### src/rtl/axilite_noc_request.sv
// axilite_noc_request: request half of the AXI-lite to NoC bridge.
// Turns each single-beat AXI-lite read (AR) or write (AW+W) into a
// non-cacheable NoC request packet of 64-bit flits: HDR0, HDR1, HDR2,
// plus one DATA flit for stores. For every accepted request it pushes a
// 6-bit descriptor into the response side's type FIFO.
// Ports:
//   clk, rst              clock, asynchronous active-high reset
//   src_*/dest_*          requester (HDR2) / target (HDR0) identity
//   s_axi_ar*/aw*/w*      AXI-lite request channels (AW and W in lockstep)
//   noc_valid_out/noc_data_out/noc_ready_in   flit stream out
//   transaction_type_*    descriptor push side of the response type FIFO
// Build option: define AXILITE_NOC_REQ_RR_ARB_EN for round-robin
// read/write arbitration; without it reads have fixed priority.

`ifndef NOC_DATA_WIDTH
`define NOC_DATA_WIDTH 64
`endif
`ifndef NOC_CHIPID_WIDTH
`define NOC_CHIPID_WIDTH 14
`endif
`ifndef NOC_X_WIDTH
`define NOC_X_WIDTH 8
`endif
`ifndef NOC_Y_WIDTH
`define NOC_Y_WIDTH 8
`endif
`ifndef NOC_FBITS_WIDTH
`define NOC_FBITS_WIDTH 4
`endif
`ifndef PHY_ADDR_WIDTH
`define PHY_ADDR_WIDTH 40
`endif
`ifndef MSG_DST_CHIPID
`define MSG_DST_CHIPID 63:50
`define MSG_DST_X 49:42
`define MSG_DST_Y 41:34
`define MSG_DST_FBITS 33:30
`define MSG_LENGTH 29:22
`define MSG_TYPE 21:14
`define MSG_MSHRID 13:6
`endif
`ifndef MSG_ADDR
`define MSG_ADDR 63:16
`define MSG_ADDR_WIDTH 48
`define MSG_DATA_SIZE 15:13
`endif
`ifndef MSG_SRC_CHIPID
`define MSG_SRC_CHIPID 63:50
`define MSG_SRC_X 49:42
`define MSG_SRC_Y 41:34
`define MSG_SRC_FBITS 33:30
`endif
`ifndef MSG_TYPE_NC_LOAD_REQ
`define MSG_TYPE_NC_LOAD_REQ 8'd14
`define MSG_TYPE_NC_STORE_REQ 8'd15
`endif
`ifndef MSG_DATA_SIZE_1B
`define MSG_DATA_SIZE_1B 3'b001
`define MSG_DATA_SIZE_2B 3'b010
`define MSG_DATA_SIZE_4B 3'b011
`define MSG_DATA_SIZE_8B 3'b100
`endif

module axilite_noc_request #(
   parameter int         AXILITE_DATA_WIDTH = 64,
   parameter int         AXILITE_ADDR_WIDTH = 64,
   parameter logic [1:0] MSG_TYPE_LOAD      = 2'd1,
   parameter logic [1:0] MSG_TYPE_STORE     = 2'd2
) (
   input  logic                             clk,
   input  logic                             rst,
   input  logic [`NOC_CHIPID_WIDTH-1:0]     src_chipid,
   input  logic [`NOC_X_WIDTH-1:0]          src_xpos,
   input  logic [`NOC_Y_WIDTH-1:0]          src_ypos,
   input  logic [`NOC_FBITS_WIDTH-1:0]      src_fbits,
   input  logic [`NOC_CHIPID_WIDTH-1:0]     dest_chipid,
   input  logic [`NOC_X_WIDTH-1:0]          dest_xpos,
   input  logic [`NOC_Y_WIDTH-1:0]          dest_ypos,
   input  logic [`NOC_FBITS_WIDTH-1:0]      dest_fbits,
   input  logic [AXILITE_ADDR_WIDTH-1:0]    s_axi_araddr,
   input  logic                             s_axi_arvalid,
   output logic                             s_axi_arready,
   input  logic [AXILITE_ADDR_WIDTH-1:0]    s_axi_awaddr,
   input  logic                             s_axi_awvalid,
   output logic                             s_axi_awready,
   input  logic [AXILITE_DATA_WIDTH-1:0]    s_axi_wdata,
   input  logic [7:0]                       s_axi_wstrb,
   input  logic                             s_axi_wvalid,
   output logic                             s_axi_wready,
   output logic                             noc_valid_out,
   output logic [`NOC_DATA_WIDTH-1:0]       noc_data_out,
   input  logic                             noc_ready_in,
   output logic [5:0]                       transaction_type_wr_data,
   output logic                             transaction_type_wr,
   input  logic                             transaction_type_full
);

   localparam int PA = `PHY_ADDR_WIDTH;

   typedef enum logic [2:0] {
      IDLE = 3'd0,
      HDR0 = 3'd1,
      HDR1 = 3'd2,
      HDR2 = 3'd3,
      DATA = 3'd4
   } state_e;

   state_e                        state_q, state_d;
   logic [PA-1:0]                 addr_q, addr_d;
   logic [AXILITE_DATA_WIDTH-1:0] data_q, data_d;
   logic [7:0]                    strb_q, strb_d;
   logic                          store_q, store_d;

   logic rd_elig, wr_elig;
   logic pick_rd, pick_wr;

   logic [2:0]    size_code;
   logic [2:0]    byte_off;
   logic          sub_dword;
   logic [PA-1:0] flit_addr;

   // Only the physical address bits travel on the NoC.
   logic unused_addr_hi;
   assign unused_addr_hi = ^{s_axi_araddr[AXILITE_ADDR_WIDTH-1:PA],
                             s_axi_awaddr[AXILITE_ADDR_WIDTH-1:PA]};

   assign rd_elig = s_axi_arvalid & ~transaction_type_full;
   assign wr_elig = s_axi_awvalid & s_axi_wvalid & ~transaction_type_full;

`ifdef AXILITE_NOC_REQ_RR_ARB_EN
   // last_wr_q=1 means the write was granted last, so reads go next.
   logic last_wr_q, last_wr_d;

   assign pick_rd = rd_elig & (~wr_elig | last_wr_q);

   always_comb begin
      last_wr_d = last_wr_q;
      if (state_q == IDLE) begin
         if (pick_rd) begin
            last_wr_d = 1'b0;
         end else if (pick_wr) begin
            last_wr_d = 1'b1;
         end
      end
   end

   always_ff @(posedge clk or posedge rst) begin
      if (rst) begin
         last_wr_q <= 1'b1;
      end else begin
         last_wr_q <= last_wr_d;
      end
   end
`else
   assign pick_rd = rd_elig;
`endif

   assign pick_wr = wr_elig & ~pick_rd;

   // Next state, capture registers, readies and descriptor push.
   always_comb begin
      state_d                  = state_q;
      addr_d                   = addr_q;
      data_d                   = data_q;
      strb_d                   = strb_q;
      store_d                  = store_q;
      s_axi_arready            = 1'b0;
      s_axi_awready            = 1'b0;
      s_axi_wready             = 1'b0;
      transaction_type_wr      = 1'b0;
      transaction_type_wr_data = 6'd0;
      case (state_q)
         IDLE: begin
            if (pick_rd) begin
               s_axi_arready            = 1'b1;
               addr_d                   = s_axi_araddr[PA-1:0];
               strb_d                   = 8'hFF;
               store_d                  = 1'b0;
               transaction_type_wr      = 1'b1;
               transaction_type_wr_data = {1'b0, 1'b1, 1'b0,
                                           s_axi_araddr[3],
                                           MSG_TYPE_LOAD};
               state_d                  = HDR0;
            end else if (pick_wr) begin
               s_axi_awready            = 1'b1;
               s_axi_wready             = 1'b1;
               addr_d                   = s_axi_awaddr[PA-1:0];
               data_d                   = s_axi_wdata;
               strb_d                   = s_axi_wstrb;
               store_d                  = 1'b1;
               transaction_type_wr      = 1'b1;
               transaction_type_wr_data = {1'b1, 1'b0, 1'b0, 1'b0,
                                           MSG_TYPE_STORE};
               state_d                  = HDR0;
            end
         end
         HDR0: begin
            if (noc_ready_in) begin
               state_d = HDR1;
            end
         end
         HDR1: begin
            if (noc_ready_in) begin
               state_d = HDR2;
            end
         end
         HDR2: begin
            if (noc_ready_in) begin
               state_d = store_q ? DATA : IDLE;
            end
         end
         DATA: begin
            if (noc_ready_in) begin
               state_d = IDLE;
            end
         end
         default: begin
            state_d = IDLE;
         end
      endcase
   end

   // Store size from the strobe; naturally aligned runs of 1/2/4 bytes
   // shrink the access, everything else goes out as a full 8B store.
   always_comb begin
      byte_off = 3'd0;
      for (int i = 7; i >= 0; i--) begin
         if (strb_q[i]) begin
            byte_off = 3'(i);
         end
      end
      size_code = `MSG_DATA_SIZE_8B;
      sub_dword = 1'b0;
      case (strb_q)
         8'h01, 8'h02, 8'h04, 8'h08,
         8'h10, 8'h20, 8'h40, 8'h80: begin
            size_code = `MSG_DATA_SIZE_1B;
            sub_dword = 1'b1;
         end
         8'h03, 8'h0C, 8'h30, 8'hC0: begin
            size_code = `MSG_DATA_SIZE_2B;
            sub_dword = 1'b1;
         end
         8'h0F, 8'hF0: begin
            size_code = `MSG_DATA_SIZE_4B;
            sub_dword = 1'b1;
         end
         default: begin
            size_code = `MSG_DATA_SIZE_8B;
            sub_dword = 1'b0;
         end
      endcase
      if (!store_q) begin
         size_code = `MSG_DATA_SIZE_8B;
         sub_dword = 1'b0;
      end
   end

   assign flit_addr = sub_dword ? {addr_q[PA-1:3], byte_off} : addr_q;

   assign noc_valid_out = (state_q != IDLE);

   // Flits are built from held registers, so they stay stable
   // under back-pressure.
   always_comb begin
      noc_data_out = '0;
      case (state_q)
         HDR0: begin
            noc_data_out[`MSG_DST_CHIPID] = dest_chipid;
            noc_data_out[`MSG_DST_X]      = dest_xpos;
            noc_data_out[`MSG_DST_Y]      = dest_ypos;
            noc_data_out[`MSG_DST_FBITS]  = dest_fbits;
            noc_data_out[`MSG_LENGTH]     = store_q ? 8'd3 : 8'd2;
            noc_data_out[`MSG_TYPE]       = store_q ?
                                            `MSG_TYPE_NC_STORE_REQ :
                                            `MSG_TYPE_NC_LOAD_REQ;
            noc_data_out[`MSG_MSHRID]     = 8'd0;
         end
         HDR1: begin
            noc_data_out[`MSG_ADDR] =
               {{(`MSG_ADDR_WIDTH - PA){1'b0}}, flit_addr};
            noc_data_out[`MSG_DATA_SIZE] = size_code;
         end
         HDR2: begin
            noc_data_out[`MSG_SRC_CHIPID] = src_chipid;
            noc_data_out[`MSG_SRC_X]      = src_xpos;
            noc_data_out[`MSG_SRC_Y]      = src_ypos;
            noc_data_out[`MSG_SRC_FBITS]  = src_fbits;
         end
         DATA: begin
            // NoC payload is big-endian: AXI byte 0 goes to the top byte.
            for (int i = 0; i < 8; i++) begin
               noc_data_out[8*(7-i) +: 8] = data_q[8*i +: 8];
            end
         end
         default: begin
            noc_data_out = '0;
         end
      endcase
   end

   always_ff @(posedge clk or posedge rst) begin
      if (rst) begin
         state_q <= IDLE;
         addr_q  <= '0;
         data_q  <= '0;
         strb_q  <= '0;
         store_q <= 1'b0;
      end else begin
         state_q <= state_d;
         addr_q  <= addr_d;
         data_q  <= data_d;
         strb_q  <= strb_d;
         store_q <= store_d;
      end
   end

endmodule

### config.mk
export PLATFORM = sky130hd
export DESIGN_NAME = axilite_noc_request
export DESIGN_NICKNAME = d
export VERILOG_FILES = /design/src/rtl/axilite_noc_request.sv
export SDC_FILE = /design/constraint.sdc
export NUM_CORES = 1
export LEC_CHECK = 0
export BUFFER_PORTS_ARGS = -buffer_cell sky130_fd_sc_hd__buf_4
export CAP_MARGIN = 20
export CORE_AREA = 5 5 134 136
export CTS_BUF_LIST = sky130_fd_sc_hd__clkbuf_16
export DETAILED_ROUTE_END_ITERATION = 10
export DIE_AREA = 0 0 139 141
export PLACE_DENSITY = 0.78
export SYNTH_ARGS = -nofsm -noshare
export SYNTH_HDL_FRONTEND = slang
export SYNTH_SLANG_ARGS = --single-unit
### constraint.sdc
create_clock -name clk -period 8.2 [get_ports clk]
set_input_delay 0.82 -clock clk [delete_from_list [all_inputs] [get_ports clk]]
set_output_delay 0.82 -clock clk [all_outputs]
set_load 0.005 [all_outputs]
* After elaboration in Yosys (flattened, before gate mapping)
Index checks and enable logic that the tools add are counted.
** Operators by class
- Eq/ne operators :: 23
- Multiplexer cells :: 43
- Bitwise operators :: 6
- Reductions and logical operators :: 10
** Operator list (count)
- $pmux W34 S4 :: 1
- $mux W40 :: 2
- $mux W3 :: 17
- $pmux W17 S3 :: 1
- $eq A8 B4 Y1 const B :: 3
- $eq A8 B8 Y1 const B :: 3
- $mux W6 :: 4
- $eq A8 B2 Y1 const B :: 2
- $eq A8 B6 Y1 const B :: 2
- $mux W8 :: 2
- $pmux W3 S5 :: 1
- $reduce_or A14 Y1 :: 1
- $mux W1 :: 13
- $pmux W3 S3 :: 1
- $eq A8 B1 Y1 const B :: 1
- $eq A8 B3 Y1 const B :: 1
- $eq A8 B5 Y1 const B :: 1
- $eq A8 B7 Y1 const B :: 1
- $ne A2 B2 Y1 const B :: 4
- $reduce_or A8 Y1 :: 1
- $mux W7 :: 1
- $eq A3 B2 Y1 const B :: 2
- $reduce_and A5 Y1 :: 1
- $and A1 B1 Y1 :: 4
- 11 further kinds :: 12
** Storage, ports and cells
- Bits in registers :: 116
- Logic and storage cells :: 87

* Depth between registers and ports, before layout
- Depth in word-level cells :: 10
- Depth in mapped cells :: 8

* Worst setup path after synthesis
Ideal clock, no wire load.
- Path kind :: reg2out
- Start point :: reg strb_q[3]
- End point :: out noc_data_out[18]
- Arrival :: 1.652 ns
- Path slack :: 5.728 ns
- Cell stages (with the launch flop) :: 8
- Cells stage by stage :: dfrtp_1 buf_2 xnor2_1 o31ai_1 a32o_2 a211o_2 and3_1 a221o_1
** On the way
- Word-level cells in the longest chain between the ends :: 6
- Elaborated cells on any way between the ends :: 23
- Those cells by class :: eq/ne: 14; mux: 8; reduce/logical: 1
** RTL lines
- start: declaration :: line 111 : logic [7:0] strb_q, strb_d;
- start signal: assignment :: line 313 : strb_q <= strb_d;
- $eq A8 B4 Y1 (tied with other cells) :: line 234 : case (strb_q)
- $reduce_or A14 Y1 (no line) / $mux W3 (equally long branches)
- $mux W1 / $mux W3 (equally long branches) :: line 234, 228
- $mux W1 / $mux W3 (equally long branches) :: line 253, 228
- $mux W3 (*) :: line 259 : assign flit_addr = sub_dword ? {addr_q[PA-1:3], byte_off} : addr_q;
- $pmux W17 S3 (*) :: line 267 : case (state_q)
- end: declaration :: line 91 : output logic [`NOC_DATA_WIDTH-1:0] noc_data_out,
Every way passes the cells marked *; elsewhere a longest branch is shown, timed or not.

* Worst setup path in the final report
- Start point :: reg state_q[1]
- End point :: out transaction_type_wr_data[5]
** On the way
- Word-level cells in the longest chain between the ends :: 2
** RTL lines
- start: declaration :: line 108 : state_e state_q, state_d;
- start signal: assignment :: line 310 : state_q <= state_d;
- $logic_not A3 Y1 :: line 172 : case (state_q)
- $mux W6 :: line 172
- end: declaration :: line 93 : output logic [5:0] transaction_type_wr_data,
No other way between the ends.

==> out/metrics.csv <==
metric,value,unit
synth.avg_cell_area,8.08,sq um
htree_levels,4,
hpwl,15.6,mm
synth-seq-area-share,0.469,
wl_met1,9.40,mm
ant_nets,0,
ys.flop_type,dfrtp_1,
cts_tree,yes,
cts_setup_buffers,0,
dieArea,19600,sq um
power_density,319,nW/um^2
preCtsSetupSlack,4.42,ns
io_pins,350,
diodes,0,
ys_types,47,
postCtsResizedCells,0,
finalWirelength,22.2,mm
period_minus_slack,3.80,ns
clock_path_buffers,2,
slew_violations,0,
fp.dieW,139,microns
synth.area.mux_share,0,
power_switching,0.00104,W
rows,48,
synth_compound_area_frac,0.177,
setup_tns,0,ns
setup_violations,0,
skew,0.00404,ns
cts_sinks,116,
antenna_found_initial,0,
pwr-share-comb,0.402,
synth_top_family_by_area,simple AND/OR/NAND/NOR gates,
worst_pin_slew,1.09,ns
synth_edf_count,0,
dp.cells,1232,
switching_share,0.365,
required,7.38,ns
p_leak,4.57,nW
start_kind,flop,
viasPerCell,5.10,
synthesis.nets,1041,
arrival,2.98,ns
synth_xor_area_frac,0.00425,
synthAdderAreaFrac,0,
initial_core_util,0.368,
layout.nets,1301,
ys_warn_count,0,
clk-insertion-delay-late,0.41,ns
grt_overflow,0,
route.met3.wl,1.38,mm
fin_crit_sh,0.464,
drive_gt1_frac,0.334,
power_frac_clock,0.230,
async_flop_share,1.00,
wl_met2,10.7,mm
synth_cells,766,
coreArea,16800,sq um
num_vias,6434,
pwr-share-seq,0.369,
worstHoldPathType,flop to flop,
die_y,141,microns
ir_drop,0.139,mV
drc_errors,0,
utilization,0.530,
top_layer_used,met4,
numCtsBuffers,17,
cp_max_fo,68,
root_buffer,clkbuf_16,
grt_pass1_vias,6235,
outcome,finished clean,
first_pass_iters,5,
io_buffer_count,300,
clk_pin_slew,0.05,ns
hold_viol,0,
gp_congestion,0.864,
holdWs,0.462,ns
synth_simple_gate_area_share,0.279,
grt_pass1_wl,33.9,mm
grt_usage,0.219,
grt_max_degree,89,
area_growth,44.0,%
internal_power,0.00180,W
maxCapViolCount,0,
fin_ws,4.40,ns
endpoint_kind,primary output,
syn-cell-area,6190,sq um
stdcell_count,1261,
rsz0062_at_grt,no,
max_freq,0.263,GHz
wl_per_cell,17.6,microns
ctsHoldBuffers,0,
dr.first_iter.drc_count,441,
path_class,flop to primary output,
ys_ff_latch,116,
max_slew_margin,0.273,
## cells by family (layout without fill, tap and decap cells)
| logic type | after synthesis | after routing |
|---|---|---|
| simple gates | 417 | 417 |
| other cells | 1 | 1 |
| xor+xnor | 3 | 3 |
| flops | 116 | 116 |
| compound gates | 155 | 155 |
| buf+inv | 74 | 344 |
## worst paths after layout
| check | start | endpoint | slack, ns | cells after the start |
|---|---|---|---|---|
| hold reg to reg | data_q[58]$_DFFE_PP0P_ | data_q[58]$_DFFE_PP0P_ | 0.46 | 2 |
| setup reg to reg | state_q[1]$_DFFE_PP0P_ | data_q[8]$_DFFE_PP0P_ | 5.47 | 7 |
| hold / removal | data_q[58]$_DFFE_PP0P_ | data_q[58]$_DFFE_PP0P_ | 0.46 | 2 |
| max in group asynchronous | rst | data_q[59]$_DFFE_PP0P_ | 6.36 | 3 |
| min in group asynchronous | rst | data_q[56]$_DFFE_PP0P_ | 0.52 | 2 |
| setup / recovery | state_q[1]$_DFFE_PP0P_ | transaction_type_wr_data[5] | 4.40 | 6 |
## power by group through the flow
stage	registers, W	logic [W]	clock network (W)
finish	0.00105	0.00114	0.000652
global route	0.00109	0.00126	0.000694
CTS	0.00105	0.00115	0.000663
detailed placement	0.00105	0.00114	0
global placement	0.00104	0.00112	0
floorplan	0.000945	0.000734	0
## per-stage QoR
stage	total power (W)	cell area [sq um]
after global routing	0.00304	8900
final	0.00284	8900
after detailed placement	0.00220	8400
after floorplan	0.00168	6190
after CTS	0.00286	8900
after global placement	0.00216	8400
## area by class of cell
class | count | area, sq um
multi-input cells | 576 | 2880
inverters | 6 | 25.0
fillers | 1616 | 7910
clock buffers | 17 | 425
clock inverters | 12 | 75.1
well taps | 225 | 282
flip-flops and latches | 116 | 2900
repair buffers | 309 | 2320
## Yosys cell counts, types with 2 or more instances
library cell	count	area (sq um)
nor2b_1	5	31.3
and2_1	16	100
a22o_1	9	78.8
xor2_1	2	17.5
a31oi_1	41	257
buf_6	10	113
dfrtp_1	116	2900
nor2_1	51	191
a22oi_1	62	465
nand2b_1	5	31.3
inv_1	5	18.8
nor3_1	4	20.0
o21ai_0	13	65.1
or3_4	2	22.5
clkbuf_1	29	109
nand2_1	318	1190
or3_1	2	12.5
buf_4	14	105
a221o_1	2	20.0
nand3_1	4	20.0
o211ai_1	2	15.0
a21oi_1	9	45.0
o22a_1	7	61.3
buf_2	13	65.1
nand4_1	3	18.8
## layout by cell type (no fill, tap or decap), types with 9 or more instances in the layout
cell type  count
a21oi_1        9
a22o_1         9
a22oi_1       62
a31oi_1       41
and2_1        16
buf_4        309
clkbuf_16     17
dfrtp_1      116
nand2_1      318
nor2_1        51
o21ai_0       13
## state kept, by name, summed over array words and instances (netlist names)
name	cells
state_q	3
store_q	1
data_q	64
addr_q	40
strb_q	8
## routing by layer
metal	global-route usage	up-vias
met3	0.0516	51
li1	-	3088
met5	0	-
met4	0.0927	0
met2	0.353	250
met1	0.283	3045
## critical path: stages, from the launching register on
cell and delay, ns:
dfrtp_1 0.68, or3_4 0.55, nor3_2 0.24, nand2_2 0.14, inv_2 0.08, buf_4 0.62
buf_4 0.23
Note: power is estimated with default switching activity, not from simulation.
